File: src/rtl/hcsr04_pkg.sv
// Shared types and protocol defaults for the HC-SR04 echo emulator and the distance measurement path.
package hcsr04_pkg;

  typedef enum logic [2:0] {
    IDLE,
    TRIG_HI,
    BURST,
    ECHO,
    HOLDOFF
  } state_t;

  typedef logic [15:0] us_count_t;

  localparam us_count_t US_COUNT_MAX = 16'hFFFF;

  localparam int DEF_CLK_PER_US  = 50;
  localparam int DEF_US_PER_CM   = 58;
  localparam int DEF_MIN_TRIG_US = 10;
  localparam int DEF_BURST_US    = 200;
  localparam int DEF_MAX_CM      = 400;
  localparam int DEF_TIMEOUT_US  = 38000;
  localparam int DEF_HOLDOFF_US  = 10000;

  // Out-of-range distances (zero or beyond max_cm) answer with the no-object width.
  function automatic us_count_t echo_width_us(
    input logic [8:0] d,
    input int         us_per_cm,
    input int         max_cm,
    input int         timeout_us
  );
    us_count_t w;
    if ((d != 9'd0) && (int'(d) <= max_cm)) begin
      w = us_count_t'(int'(d) * us_per_cm);
    end else begin
      w = us_count_t'(timeout_us);
    end
    return w;
  endfunction

endpackage

File: src/rtl/hcsr04_echo_emulator_us_tick_gen.sv
// Microsecond prescaler: counts 0..CLK_PER_US-1 and emits a one-cycle tick on the terminal count.
module us_tick_gen #(
  parameter int CLK_PER_US = 50
) (
  input  logic clk,
  input  logic reset,
  input  logic clear,
  output logic tick
);

  localparam int CW = (CLK_PER_US > 1) ? $clog2(CLK_PER_US) : 1;
  localparam logic [CW-1:0] TERMINAL = CW'(CLK_PER_US - 1);

  logic [CW-1:0] presc_reg;

  always_ff @(posedge clk) begin
    if (reset || clear) begin
      presc_reg <= '0;
    end else if (presc_reg == TERMINAL) begin
      presc_reg <= '0;
    end else begin
      presc_reg <= presc_reg + CW'(1);
    end
  end

  assign tick = (presc_reg == TERMINAL);

endmodule

File: src/rtl/hcsr04_echo_emulator.sv
// HC-SR04 responder: trigger in, echo pulse out with width proportional to distance_cm.
// Optional build macro ECHO_JITTER_EN adds 0..3 us of LFSR-driven jitter to each echo.
module hcsr04_echo_emulator
  import hcsr04_pkg::*;
#(
  parameter int CLK_PER_US  = DEF_CLK_PER_US,
  parameter int US_PER_CM   = DEF_US_PER_CM,
  parameter int MIN_TRIG_US = DEF_MIN_TRIG_US,
  parameter int BURST_US    = DEF_BURST_US,
  parameter int MAX_CM      = DEF_MAX_CM,
  parameter int TIMEOUT_US  = DEF_TIMEOUT_US,
  parameter int HOLDOFF_US  = DEF_HOLDOFF_US
) (
  input  logic       clk,
  input  logic       reset,
  input  logic       trig,
  input  logic [8:0] distance_cm,
  output logic       echo,
  output logic       busy,
  output logic       short_trig
);

  localparam int SYNC_STAGES = 2;

  state_t    state_reg, state_next;
  us_count_t us_cnt_reg;
  us_count_t width_reg;
  us_count_t jitter_us;
  logic      trig_prev_reg;
  logic      trig_s;
  logic      trig_rise, trig_fall;
  logic      tick;
  logic      state_clear;
  logic      latch;
  logic      short_pulse;
  logic [16:0] trig_us;

  // Trigger synchronizer chain; the last stage is the only copy the FSM looks at.
  genvar gi;
  generate
    for (gi = 0; gi < SYNC_STAGES; gi++) begin : g_sync
      logic stage_d;
      logic stage_reg;
      if (gi == 0) begin : g_in
        assign stage_d = trig;
      end else begin : g_chain
        assign stage_d = g_sync[gi-1].stage_reg;
      end
      always_ff @(posedge clk) begin
        if (reset) begin
          stage_reg <= 1'b0;
        end else begin
          stage_reg <= stage_d;
        end
      end
    end
  endgenerate

  assign trig_s = g_sync[SYNC_STAGES-1].stage_reg;

  always_ff @(posedge clk) begin
    if (reset) begin
      trig_prev_reg <= 1'b0;
    end else begin
      trig_prev_reg <= trig_s;
    end
  end

  assign trig_rise = trig_s & ~trig_prev_reg;
  assign trig_fall = ~trig_s & trig_prev_reg;

  // Every state entry restarts both the prescaler and the us counter.
  assign state_clear = (state_next != state_reg);

  us_tick_gen #(
    .CLK_PER_US(CLK_PER_US)
  ) u_tick (
    .clk  (clk),
    .reset(reset),
    .clear(state_clear),
    .tick (tick)
  );

  always_ff @(posedge clk) begin
    if (reset || state_clear) begin
      us_cnt_reg <= '0;
    end else if (tick && (us_cnt_reg != US_COUNT_MAX)) begin
      us_cnt_reg <= us_cnt_reg + 16'd1;
    end
  end

  // The fall is seen on the cycle the last prescaler tick lands, so fold it in.
  assign trig_us = {1'b0, us_cnt_reg} + {16'd0, tick};

  always_comb begin
    state_next  = state_reg;
    latch       = 1'b0;
    short_pulse = 1'b0;
    unique case (state_reg)
      IDLE: begin
        if (trig_rise) begin
          state_next = TRIG_HI;
        end
      end
      TRIG_HI: begin
        if (trig_fall) begin
          if (trig_us >= 17'(MIN_TRIG_US)) begin
            state_next = BURST;
            latch      = 1'b1;
          end else begin
            state_next  = IDLE;
            short_pulse = 1'b1;
          end
        end
      end
      BURST: begin
        if (tick && (us_cnt_reg == us_count_t'(BURST_US - 1))) begin
          state_next = ECHO;
        end
      end
      ECHO: begin
        if (tick && (us_cnt_reg == (width_reg - 16'd1))) begin
          state_next = HOLDOFF;
        end
      end
      HOLDOFF: begin
        if (tick && (us_cnt_reg == us_count_t'(HOLDOFF_US - 1))) begin
          state_next = IDLE;
        end
      end
      default: begin
        state_next = IDLE;
      end
    endcase
  end

  always_ff @(posedge clk) begin
    if (reset) begin
      state_reg <= IDLE;
    end else begin
      state_reg <= state_next;
    end
  end

`ifdef ECHO_JITTER_EN
  localparam logic [15:0] LFSR_SEED = 16'hACE1;

  logic [15:0] lfsr_reg;

  // Fibonacci form of x^16 + x^14 + x^13 + x^11 + 1, advanced once per accepted trigger.
  always_ff @(posedge clk) begin
    if (reset) begin
      lfsr_reg <= LFSR_SEED;
    end else if (latch) begin
      lfsr_reg <= {lfsr_reg[14:0], lfsr_reg[15] ^ lfsr_reg[13] ^ lfsr_reg[12] ^ lfsr_reg[10]};
    end
  end

  assign jitter_us = {14'd0, lfsr_reg[1:0]};
`else
  assign jitter_us = '0;
`endif

  // Width is frozen at the latch so later distance_cm changes cannot disturb the pulse.
  always_ff @(posedge clk) begin
    if (reset) begin
      width_reg <= '0;
    end else if (latch) begin
      width_reg <= echo_width_us(distance_cm, US_PER_CM, MAX_CM, TIMEOUT_US) + jitter_us;
    end
  end

  assign echo       = (state_reg == ECHO);
  assign busy       = (state_reg != IDLE);
  assign short_trig = short_pulse & ~reset;

endmodule

File: config.mk
export PLATFORM = sky130hd
export DESIGN_NAME = hcsr04_echo_emulator
export DESIGN_NICKNAME = d
export VERILOG_FILES = /design/src/rtl/hcsr04_pkg.sv /design/src/rtl/hcsr04_echo_emulator_us_tick_gen.sv /design/src/rtl/hcsr04_echo_emulator.sv
export SDC_FILE = /design/constraint.sdc
export NUM_CORES = 1
export LEC_CHECK = 0
export CAP_MARGIN = 10
export CORE_MARGIN = 5
export CORE_UTILIZATION = 65
export CTS_CLUSTER_DIAMETER = 30
export DETAILED_ROUTE_END_ITERATION = 7
export PLACE_DENSITY = 0.84
export SYNTH_ARGS = -nofsm -noshare
export SYNTH_HDL_FRONTEND = slang
export SYNTH_SLANG_ARGS = --single-unit
File: constraint.sdc
create_clock -name clk -period 12.16 [get_ports clk]
set_input_delay 2.432 -clock clk [delete_from_list [all_inputs] [get_ports clk]]
set_output_delay 2.432 -clock clk [all_outputs]
set_load 0.005 [all_outputs]
==> metrics.yaml, run 1 <==
status: "completed"
routed_via_density: 6.07
cp_max_fo: 12
r2r-start: "u_tick.presc_reg[0]"
maxCapViolCount: 0
worst_pin_slew_ps: 893
relSlewSlack: 0.403
p_clk_frac: 0.234
clock_skew_ps: 5.36
clock_latency_ps: 300
core_region_area_um2: 5850
p_total_w: 0.000354
clk_pin_slew_ps: 70
seqPwrFrac: 0.406
syn_area_per_cell_um2: 8.30
hp-class: "flip-flop to flip-flop"
crit_required_ps: 9730
drt_iter0_drc: 175
grt_pass1_vias: 3176
fmax_mhz: 150
rows: 28
synth_edf_count: 0
synth_top_family_by_area: "simple AND/OR/NAND/NOR gates"
antenna_found_initial: 0
ant_nets: 0
die_height_um: 87.2
crit_buf_inv: 1
postCtsHoldBufs: 0
syn2layout_area_growth_pct: 4.45
synthesis.area_um2: 3880
setup_tns_ps: 0
synth-compound-area-share: 0.133
rr_endpoint: "width_reg[7]"
critPathKind: "flip-flop to output port"
p_leak_nw: 1.58
via_count: 3260
cp-end-kind: "output port"
ios: 15
slew_violations: 0
async_flop_share: 0
yosys.area_share.simple: 0.244
synth_cells: 467
r2r_slack_ps: 8250
syn-num-nets: 535
period_share: 0.549
ys_warn_count: 0
port_buffers: 14
dp_hpwl_mm: 6.21
comb_power_share: 0.361
antenna_cells: 0
synthMuxAreaShare: 0.00516
ys_ff_latch: 43
start_kind: "flip-flop"
cts_inserted_buffers: 5
grt_use_total: 0.229
cp_top_family: "simple AND/OR/NAND/NOR gates"
synthXorXnorAreaFrac: 0.117
cts-resized-gates: 0
cts_num_sinks: 43
hp-start: "g_sync[0].stage_reg"
start_util: 0.663
cts.path.max_buffers: 2
overflow: 0
min_delay_path_depth: 1
finalSetupViolations: 0
post_drt_wl_per_cell_um: 15.1
htreeDepth: 2
firstDrtPassIters: 5
hold_viol: 0
remaining_drc_errors: 0
synthFlopType: "dfxtp_1"
cts_tree: "built"
grt_max_degree: 44
crit_chain: "ha_1 > nand4b_1 > nor2_1 > ha_1 > ha_1 > nand3_1 > nor4_1 > xor2_1 > a2111oi_0 > and3_1 > nor3b_1 > clkdlybuf4s50_1"
clockRootBuffer: "clkbuf_8"
drive_gt1_frac: 0.0411
rsz0062_at_grt: "no"
ys_types: 56
power_switching_w: 0.000117
die_x_um: 87.2
internal_power_w: 0.000237
yosysSeqAreaShare: 0.222
sw_frac_of_total: 0.331
powerDensity_nw_per_um2: 87.5
layout.nets: 531
drt-total-wl_mm: 8.09
gp_congestion: 0.899
grt_pass1_wl_mm: 14.1
synth_adder_area_share: 0.206
cp.arrival_ps: 4250
post_cts_buffers: 0
r2r_cells: 13
dieArea_um2: 7610
min_to: "g_sync[1].stage_reg"
irDropWorstVdd_mv: 0.0655
critical_path.slowest_cell: "nor2_1"
crit_top_cell: "ha_1"
largest_register_ffs: 16
critPathMaxStageDelay_ps: 690
fin_crit_ps: 6680
-- layout make-up --
type                            instances  area (um^2)
Timing Repair Buffer                   15          148
Tap cell                               75         93.8
Sequential cell                        43          861
Fill cell                             478         1800
Inverter                               37          139
Clock buffer                            6         72.6
Multi-Input combinational cell        361         2740
-- per-layer routing --
layer | vias to the layer above | track usage | part of all wire
met4 | 0 | 0.0656 | 0.0094
met1 | 1527 | 0.315 | 0.48
met2 | 90 | 0.356 | 0.46
met3 | 7 | 0.0558 | 0.053
li1 | 1636 | - | -
met5 | - | 0 | 0
-- logic make-up after synthesis --
logic type | count (synthesis)
buffers and inverters | 63
XOR/XNOR | 52
flip-flops | 43
AND/OR/NAND/NOR | 176
multiplexers | 2
adder cells (fa/ha/maj) | 56
AO/OA/AOI/OAI | 75
-- cell usage after synthesis (all sizes together) (3+ instances only) --
cell	n	area, um^2
ha	43	538
nand4	12	81.3
nor3	27	146
xor2	25	219
buf	16	103
a311oi	3	26.3
nand2	31	116
and4	4	35.0
a31oi	10	62.6
clkbuf	10	38.8
or3	4	25.0
o21ai	10	50.1
nor4	16	100
nor2	30	115
a21oi	23	115
and3	4	25.0
a211oi	8	60.1
nand3	23	115
fa	13	260
xnor2	27	236
nand2b	7	43.8
nor3b	4	30.0
o211ai	5	37.5
nor2b	5	31.3
inv	37	139
dfxtp	43	861
-- worst max-delay path by stage --
stage	start	endpoint	slack [ps]	cells after the start
2_1_floorplan	distance_cm[3]	width_reg[13]	6670	14
3_3_place_gp	distance_cm[4]	width_reg[13]	5870	15
4_1_cts	u_tick.presc_reg[0]	short_trig	5500	12
3_5_place_dp	distance_cm[4]	width_reg[13]	5740	15
5_1_grt	u_tick.presc_reg[0]	short_trig	5030	12
6_report	u_tick.presc_reg[0]	short_trig	5480	12
-- power groups by stage --
stage                      Clock, W  Combinational, W  Sequential [W]
after detailed placement          0          0.000127        0.000147
after floorplan                   0          0.000101        0.000147
after global placement            0          0.000123        0.000147
after global routing      0.0000919          0.000147        0.000144
final                     0.0000828          0.000128        0.000144
after CTS                 0.0000852          0.000129        0.000144
-- through the flow --
stage	util	setup WS, ps	std cells	instance area [um^2]	hold slack, ps
2_1_floorplan	-	6670	467	3880	414
3_3_place_gp	0.680	5870	531	3980	430
3_5_place_dp	0.680	5740	531	3980	446
4_1_cts	0.692	5500	537	4050	466
5_1_grt	0.692	5030	537	4050	475
6_report	0.692	5480	537	4050	464
-- layout by cell type (no fill, tap or decap), drive strengths merged, types with 5 or more instances in the layout --
| cell type | count |
|---|---|
| nor3 | 27 |
| ha | 43 |
| nor2b | 5 |
| nand3 | 23 |
| nand4 | 12 |
| nand2b | 7 |
| fa | 13 |
| nor2 | 30 |
| o21ai | 10 |
| clkdlybuf4s50 | 14 |
| inv | 37 |
| xor2 | 25 |
| a211oi | 8 |
| a21oi | 23 |
| dfxtp | 43 |
| nand2 | 31 |
| a31oi | 10 |
| clkbuf | 6 |
| xnor2 | 27 |
| o211ai | 5 |
| nor4 | 16 |
Note: power is estimated with default switching activity, not from simulation.
==> run 2: changes to the inputs <==
--- a/config.mk
+++ b/config.mk
@@ -7,10 +7,10 @@
 export LEC_CHECK = 0
 export CAP_MARGIN = 10
 export CORE_MARGIN = 5
-export CORE_UTILIZATION = 65
+export CORE_UTILIZATION = 62
 export CTS_CLUSTER_DIAMETER = 30
 export DETAILED_ROUTE_END_ITERATION = 7
-export PLACE_DENSITY = 0.84
+export PLACE_DENSITY = 0.81
 export SYNTH_ARGS = -nofsm -noshare
 export SYNTH_HDL_FRONTEND = slang
 export SYNTH_SLANG_ARGS = --single-unit
==> constraint.sdc (replaced) <==
create_clock -name clk -period 6.48 [get_ports clk]
set_input_delay 1.296 -clock clk [delete_from_list [all_inputs] [get_ports clk]]
set_output_delay 1.296 -clock clk [all_outputs]
set_load 0.005 [all_outputs]
==> metrics.yaml, run 2 (synthesized netlist as in run 1, its figures left out) <==
status: "completed"  # unchanged
start_util: 0.647  # was 0.663
die_height_um: 89.1  # was 87.2 um
post_drt_wl_per_cell_um: 15.0  # was 15.1 um
hp-start: "g_sync[0].stage_reg"  # unchanged
cts_inserted_buffers: 5  # unchanged
sw_frac_of_total: 0.332  # was 0.331
fmax_mhz: 198
core_region_area_um2: 5990  # was 5850 um^2
pre_cts_slack_ps: 1250  # was 5740 ps
cp.arrival_ps: 3760  # was 4250 ps
grt_max_degree: 45  # was 44
multi_input_area_um2: 2740  # unchanged
grt_use_total: 0.221  # was 0.229
rsz0062_at_grt: "no"  # unchanged
worst_pin_slew_ps: 849  # was 893 ps
antenna_cells: 0  # unchanged
cts.path.max_buffers: 2  # unchanged
hold_viol: 0  # unchanged
start_kind: "flip-flop"  # unchanged
grt_pass1_wl_mm: 14.1  # about the same
seqPwrFrac: 0.402  # was 0.406
setup_tns_ps: 0  # unchanged
clk_pin_slew_ps: 80  # was 70 ps
powerDensity_nw_per_um2: 165  # was 87.5 nW/um^2
postCtsHoldBufs: 0  # unchanged
min_to: "g_sync[1].stage_reg"  # unchanged
dieArea_um2: 7930  # was 7610 um^2
grt_pass1_vias: 3209  # was 3176
antenna_found_initial: 0  # unchanged
layout.nets: 532  # was 531
port_buffers: 14  # unchanged
clock_latency_ps: 290  # was 300 ps
clockRootBuffer: "clkbuf_8"  # unchanged
clock_skew_ps: 5.27  # was 5.36 ps
cp-end-kind: "output port"  # unchanged
post_cts_buffers: 0  # unchanged
crit_required_ps: 5180  # was 9730 ps
drive_gt1_frac: 0.0452  # was 0.0411
r2r_slack_ps: 3040  # was 8250 ps
setup_ws_ps: 1430  # was 5480 ps
regArea_um2: 861  # unchanged
irDropWorstVdd_mv: 0.114  # was 0.0655 mV
n_fill_cell: 511  # was 478
relSlewSlack: 0.429  # was 0.403
largest_register_ffs: 16  # unchanged
critPathKind: "flip-flop to output port"  # unchanged
comb_power_share: 0.352  # was 0.361
ios: 15  # unchanged
gp_congestion: 0.908  # was 0.899
cts_num_sinks: 43  # unchanged
cts-resized-gates: 0  # unchanged
slew_violations: 0  # unchanged
power_switching_w: 0.000222  # was 0.000117 W
fin_crit_ps: 5050
via_count: 3298  # was 3260
min_delay_path_depth: 1  # unchanged
r2r-start: "u_tick.presc_reg[0]"  # unchanged
ant_nets: 0  # unchanged
postPlaceCellArea_um2: 3980  # about the same
remaining_drc_errors: 0  # unchanged
dp_hpwl_mm: 6.36  # was 6.21 mm
stdcell_area_um2: 4070  # was 4050 um^2
drt-total-wl_mm: 8.09  # about the same
htreeDepth: 2  # unchanged
p_leak_nw: 1.59  # was 1.58 nW
layout_common_cells: "43 x ha_1, 43 x dfxtp_1, 37 x inv_1, 31 x nand2_1, 29 x nor2_1"  # unchanged
maxCapViolCount: 0  # unchanged
hp-class: "flip-flop to flip-flop"  # unchanged
finalSetupViolations: 0  # unchanged
cp_max_fo: 12  # unchanged
die_x_um: 89.1  # was 87.2 um
rr_endpoint: "width_reg[7]"  # unchanged
internal_power_w: 0.000448  # was 0.000237 W
period_share: 0.780
cts_tree: "built"  # unchanged
routed_via_density: 6.11  # was 6.07
syn2layout_area_growth_pct: 4.87  # was 4.45%
r2r_cells: 14  # was 13
p_clk_frac: 0.247  # was 0.234
rows: 28  # unchanged
overflow: 0  # unchanged
drt_iter0_drc: 176  # was 175
firstDrtPassIters: 5  # unchanged
## run 2: changes by cell type in the layout (fill, tap and decap cells not counted), sizes merged
cell	delta
clkbuf	+1
clkinv	+1
buf	+1
## run 2: routing by layer
metal,global-route usage,part of all wire,up-vias
met5,0,0,-
met4,0.0907,0.026,0
met3,0.0249,0.037,20
met2,0.410,0.52,87
met1,0.257,0.42,1548
li1,-,-,1643
## run 2: per-stage QoR
step                utilization  std cells  total power, W  hold WS [ps]
floorplan                     -        467        0.000466           414
global placement          0.665        532        0.000504           418
detailed placement        0.665        532        0.000514           429
CTS                       0.679        540        0.000677           449
global route              0.679        540        0.000726           464
finish                    0.679        540        0.000671           444
## run 2: power groups by stage
stage               registers, W  clock network [W]  logic, W
floorplan               0.000275                  0  0.000190
global placement        0.000275                  0  0.000229
detailed placement      0.000276                  0  0.000238
CTS                     0.000270           0.000168  0.000239
global route            0.000270           0.000181  0.000276
finish                  0.000270           0.000165  0.000236
## run 2: area by class of cell
| class | instances | share of cell area |
|---|---|---|
| clock inverter | 1 | 0.00123 |
| tap | 75 | 0.0231 |
| inverter | 37 | 0.0342 |
| timing repair buffer | 16 | 0.0382 |
| sequential | 43 | 0.212 |
| multi-input combinational | 361 | 0.673 |
| clock buffer | 7 | 0.0188 |
## run 2: worst max-delay path, cell delays in order (launching register included)
cell	delay [ps]
dfxtp_1	390
ha_1	170
nand4b_1	80
nor2_1	90
buf_4	200
ha_1	170
ha_1	250
nand3_1	170
nor4_1	370
xor2_1	100
a2111oi_0	420
and3_1	310
nor3b_1	210
clkdlybuf4s50_1	530
## run 2: how the worst max path moves through the flow
stage | start | end | slack [ps]
global placement | distance_cm[4] | width_reg[13] | 1350
detailed placement | distance_cm[4] | width_reg[13] | 1250
CTS | u_tick.presc_reg[0] | short_trig | 1420
floorplan | distance_cm[3] | width_reg[13] | 2120
global route | u_tick.presc_reg[0] | short_trig | 1070
finish | u_tick.presc_reg[0] | short_trig | 1430
==> run 3: changes to the inputs <==
--- a/config.mk
+++ b/config.mk
@@ -7,10 +7,10 @@
 export LEC_CHECK = 0
 export CAP_MARGIN = 10
 export CORE_MARGIN = 5
-export CORE_UTILIZATION = 62
+export CORE_UTILIZATION = 56
 export CTS_CLUSTER_DIAMETER = 30
 export DETAILED_ROUTE_END_ITERATION = 7
-export PLACE_DENSITY = 0.81
+export PLACE_DENSITY = 0.77
 export SYNTH_ARGS = -nofsm -noshare
 export SYNTH_HDL_FRONTEND = slang
 export SYNTH_SLANG_ARGS = --single-unit
==> constraint.sdc (replaced) <==
create_clock -name clk -period 4.2 [get_ports clk]
set_input_delay 0.84 -clock clk [delete_from_list [all_inputs] [get_ports clk]]
set_output_delay 0.84 -clock clk [all_outputs]
set_load 0.005 [all_outputs]
==> metrics.yaml, run 3 (synthesized netlist as in run 1, its figures left out) <==
status: "completed"  # unchanged
relSlewSlack: 0.498  # was 0.429
crit_required_ps: 4450  # was 5180 ps
setup_tns_ps: 0  # unchanged
port_buffers: 14  # unchanged
r2r_slack_ps: 1090  # was 3040 ps
hold_viol: 0  # unchanged
hp-class: "flip-flop to flip-flop"  # unchanged
comb_power_share: 0.385  # was 0.352
die_height_um: 93.2  # was 89.1 um
grt_use_total: 0.218  # was 0.221
p_leak_nw: 1.82  # was 1.59 nW
rows: 30  # was 28
clk_pin_slew_ps: 90  # was 80 ps
die_x_um: 93.2  # was 89.1 um
htreeDepth: 2  # unchanged
remaining_drc_errors: 0  # unchanged
grt_pass1_vias: 3456  # was 3209
slew_violations: 0  # unchanged
drt-total-wl_mm: 9.08  # was 8.09 mm
critPathKind: "input pin to flip-flop"  # was flip-flop to output port
period_share: 0.960
sw_frac_of_total: 0.320  # was 0.332
internal_power_w: 0.000821  # was 0.000448 W
clockRootBuffer: "clkbuf_8"  # unchanged
via_count: 3458  # was 3298
core_region_area_um2: 6760  # was 5990 um^2
postPlaceCellArea_um2: 4250  # was 3980 um^2
fin_crit_ps: 4030
ant_nets: 0  # unchanged
layout.nets: 568  # was 532
cts_tree: "built"  # unchanged
fmax_mhz: 248
postCtsHoldBufs: 0  # unchanged
ios: 15  # unchanged
clock_skew_ps: 14.8  # was 5.27 ps
antenna_cells: 0  # unchanged
largest_register_ffs: 16  # unchanged
setup_ws_ps: 168  # was 1430 ps
overflow: 0  # unchanged
drt_iter0_drc: 281  # was 176
layout_commonest_cell: "dfxtp_1"
cp.arrival_ps: 4280  # was 3760 ps
seqPwrFrac: 0.344  # was 0.402
grt_pass1_wl_mm: 15.4  # was 14.1 mm
powerDensity_nw_per_um2: 273  # was 165 nW/um^2
antenna_found_initial: 0  # unchanged
stdcell_area_um2: 4430  # was 4070 um^2
post_drt_wl_per_cell_um: 15.6  # was 15.0 um
irDropWorstVdd_mv: 0.204  # was 0.114 mV
rsz0062_at_grt: "no"  # unchanged
p_clk_frac: 0.271  # was 0.247
start_kind: "input pin"  # was flip-flop
gp_congestion: 0.880  # was 0.908
drive_gt1_frac: 0.140  # was 0.0452
worst_pin_slew_ps: 746  # was 849 ps
cts_num_sinks: 43  # unchanged
pre_cts_slack_ps: -441  # was 1250 ps
power_switching_w: 0.000387  # was 0.000222 W
cp-end-kind: "flip-flop"  # was output port
finalSetupViolations: 0  # unchanged
layout_common_cells: "43 x dfxtp_1, 41 x ha_1, 38 x buf_4, 37 x inv_1, 31 x nand2_1"  # was 43 x ha_1, 43 x dfxtp_1, 37 x inv_1, 31 x nand2_1, 29 x nor2_1
syn2layout_area_growth_pct: 14.3  # was 4.87%
dieArea_um2: 8690  # was 7930 um^2
maxCapViolCount: 0  # unchanged
holdWs_ps: 458  # was 444 ps
cp_max_fo: 2  # was 12
grt_max_degree: 44  # was 45
clock_latency_ps: 310  # was 290 ps
routed_via_density: 5.95  # was 6.11
cts_inserted_buffers: 5  # unchanged
dp_hpwl_mm: 6.90  # was 6.36 mm
cts.path.max_buffers: 2  # unchanged
start_util: 0.574  # was 0.647
firstDrtPassIters: 5  # unchanged
## run 3: changes by cell type in the layout (fill, tap and decap cells not counted), moves of 2 or more
cell | before | now
clkdlybuf4s50_1 | 14 | 8
ha_4 | 0 | 2
a21oi_2 | 0 | 3
dlygate4sd2_1 | 0 | 3
clkbuf_1 | 2 | 0
buf_4 | 2 | 38
a21oi_1 | 23 | 20
ha_1 | 43 | 41
## run 3: worst max-delay path, stage by stage
cell	delay [ps]
clkdlybuf4s50_1	510
fa_1	450
ha_1	310
ha_1	320
ha_1	310
a21oi_2	160
o211ai_1	150
or4_4	440
a31o_2	250
a21oi_2	140
xnor2_1	130
nand3_1	90
a21oi_1	160
## run 3: path summary, 6_finish.rpt
| kind | from | end | cells after the start |
|---|---|---|---|
| max | distance_cm[0] | width_reg[13] | 13 |
| max reg2reg | u_tick.presc_reg[0] | width_reg[4] | 13 |
| min reg2reg | g_sync[0].stage_reg | g_sync[1].stage_reg | 1 |
| min | g_sync[0].stage_reg | g_sync[1].stage_reg | 1 |
## run 3: repair_timing
action,4_1_cts,5_1_grt
pin swaps,0,3
gates resized for setup,12,9
endpoints found under the setup margin,4,3
buffers inserted,0,1
gates cloned,0,0
## run 3: layout make-up
class                   count  area, um^2
flip-flops and latches     43         861
inverters                  37         139
fillers                   593        2330
well taps                  80         100
repair buffers             52         419
clock buffers               5        68.8
clock inverters             3        43.8
multi-input cells         361        2800
## run 3: routing by layer
layer / track usage / vias to the layer above / part of all wire
met1: 0.243 / 1617 / 0.41
met5: 0 / - / 0
li1: - / 1722 / -
met4: 0.0916 / 0 / 0.025
met2: 0.407 / 97 / 0.52
met3: 0.0338 / 22 / 0.048
## run 3: per-stage QoR
stage / power [W] / utilization / instances
detailed placement: 0.000855 / 0.629 / 572
global route: 0.00129 / 0.656 / 581
floorplan: 0.000718 / - / 467
global placement: 0.000836 / 0.629 / 572
CTS: 0.00119 / 0.650 / 580
finish: 0.00121 / 0.656 / 581
## run 3: power groups by stage
stage	clock (W)	sequential, W	combinational (W)
after CTS	0.000331	0.000416	0.000440
after global routing	0.000350	0.000417	0.000525
after detailed placement	0	0.000426	0.000430
after floorplan	0	0.000424	0.000294
after global placement	0	0.000425	0.000411
final	0.000327	0.000416	0.000465
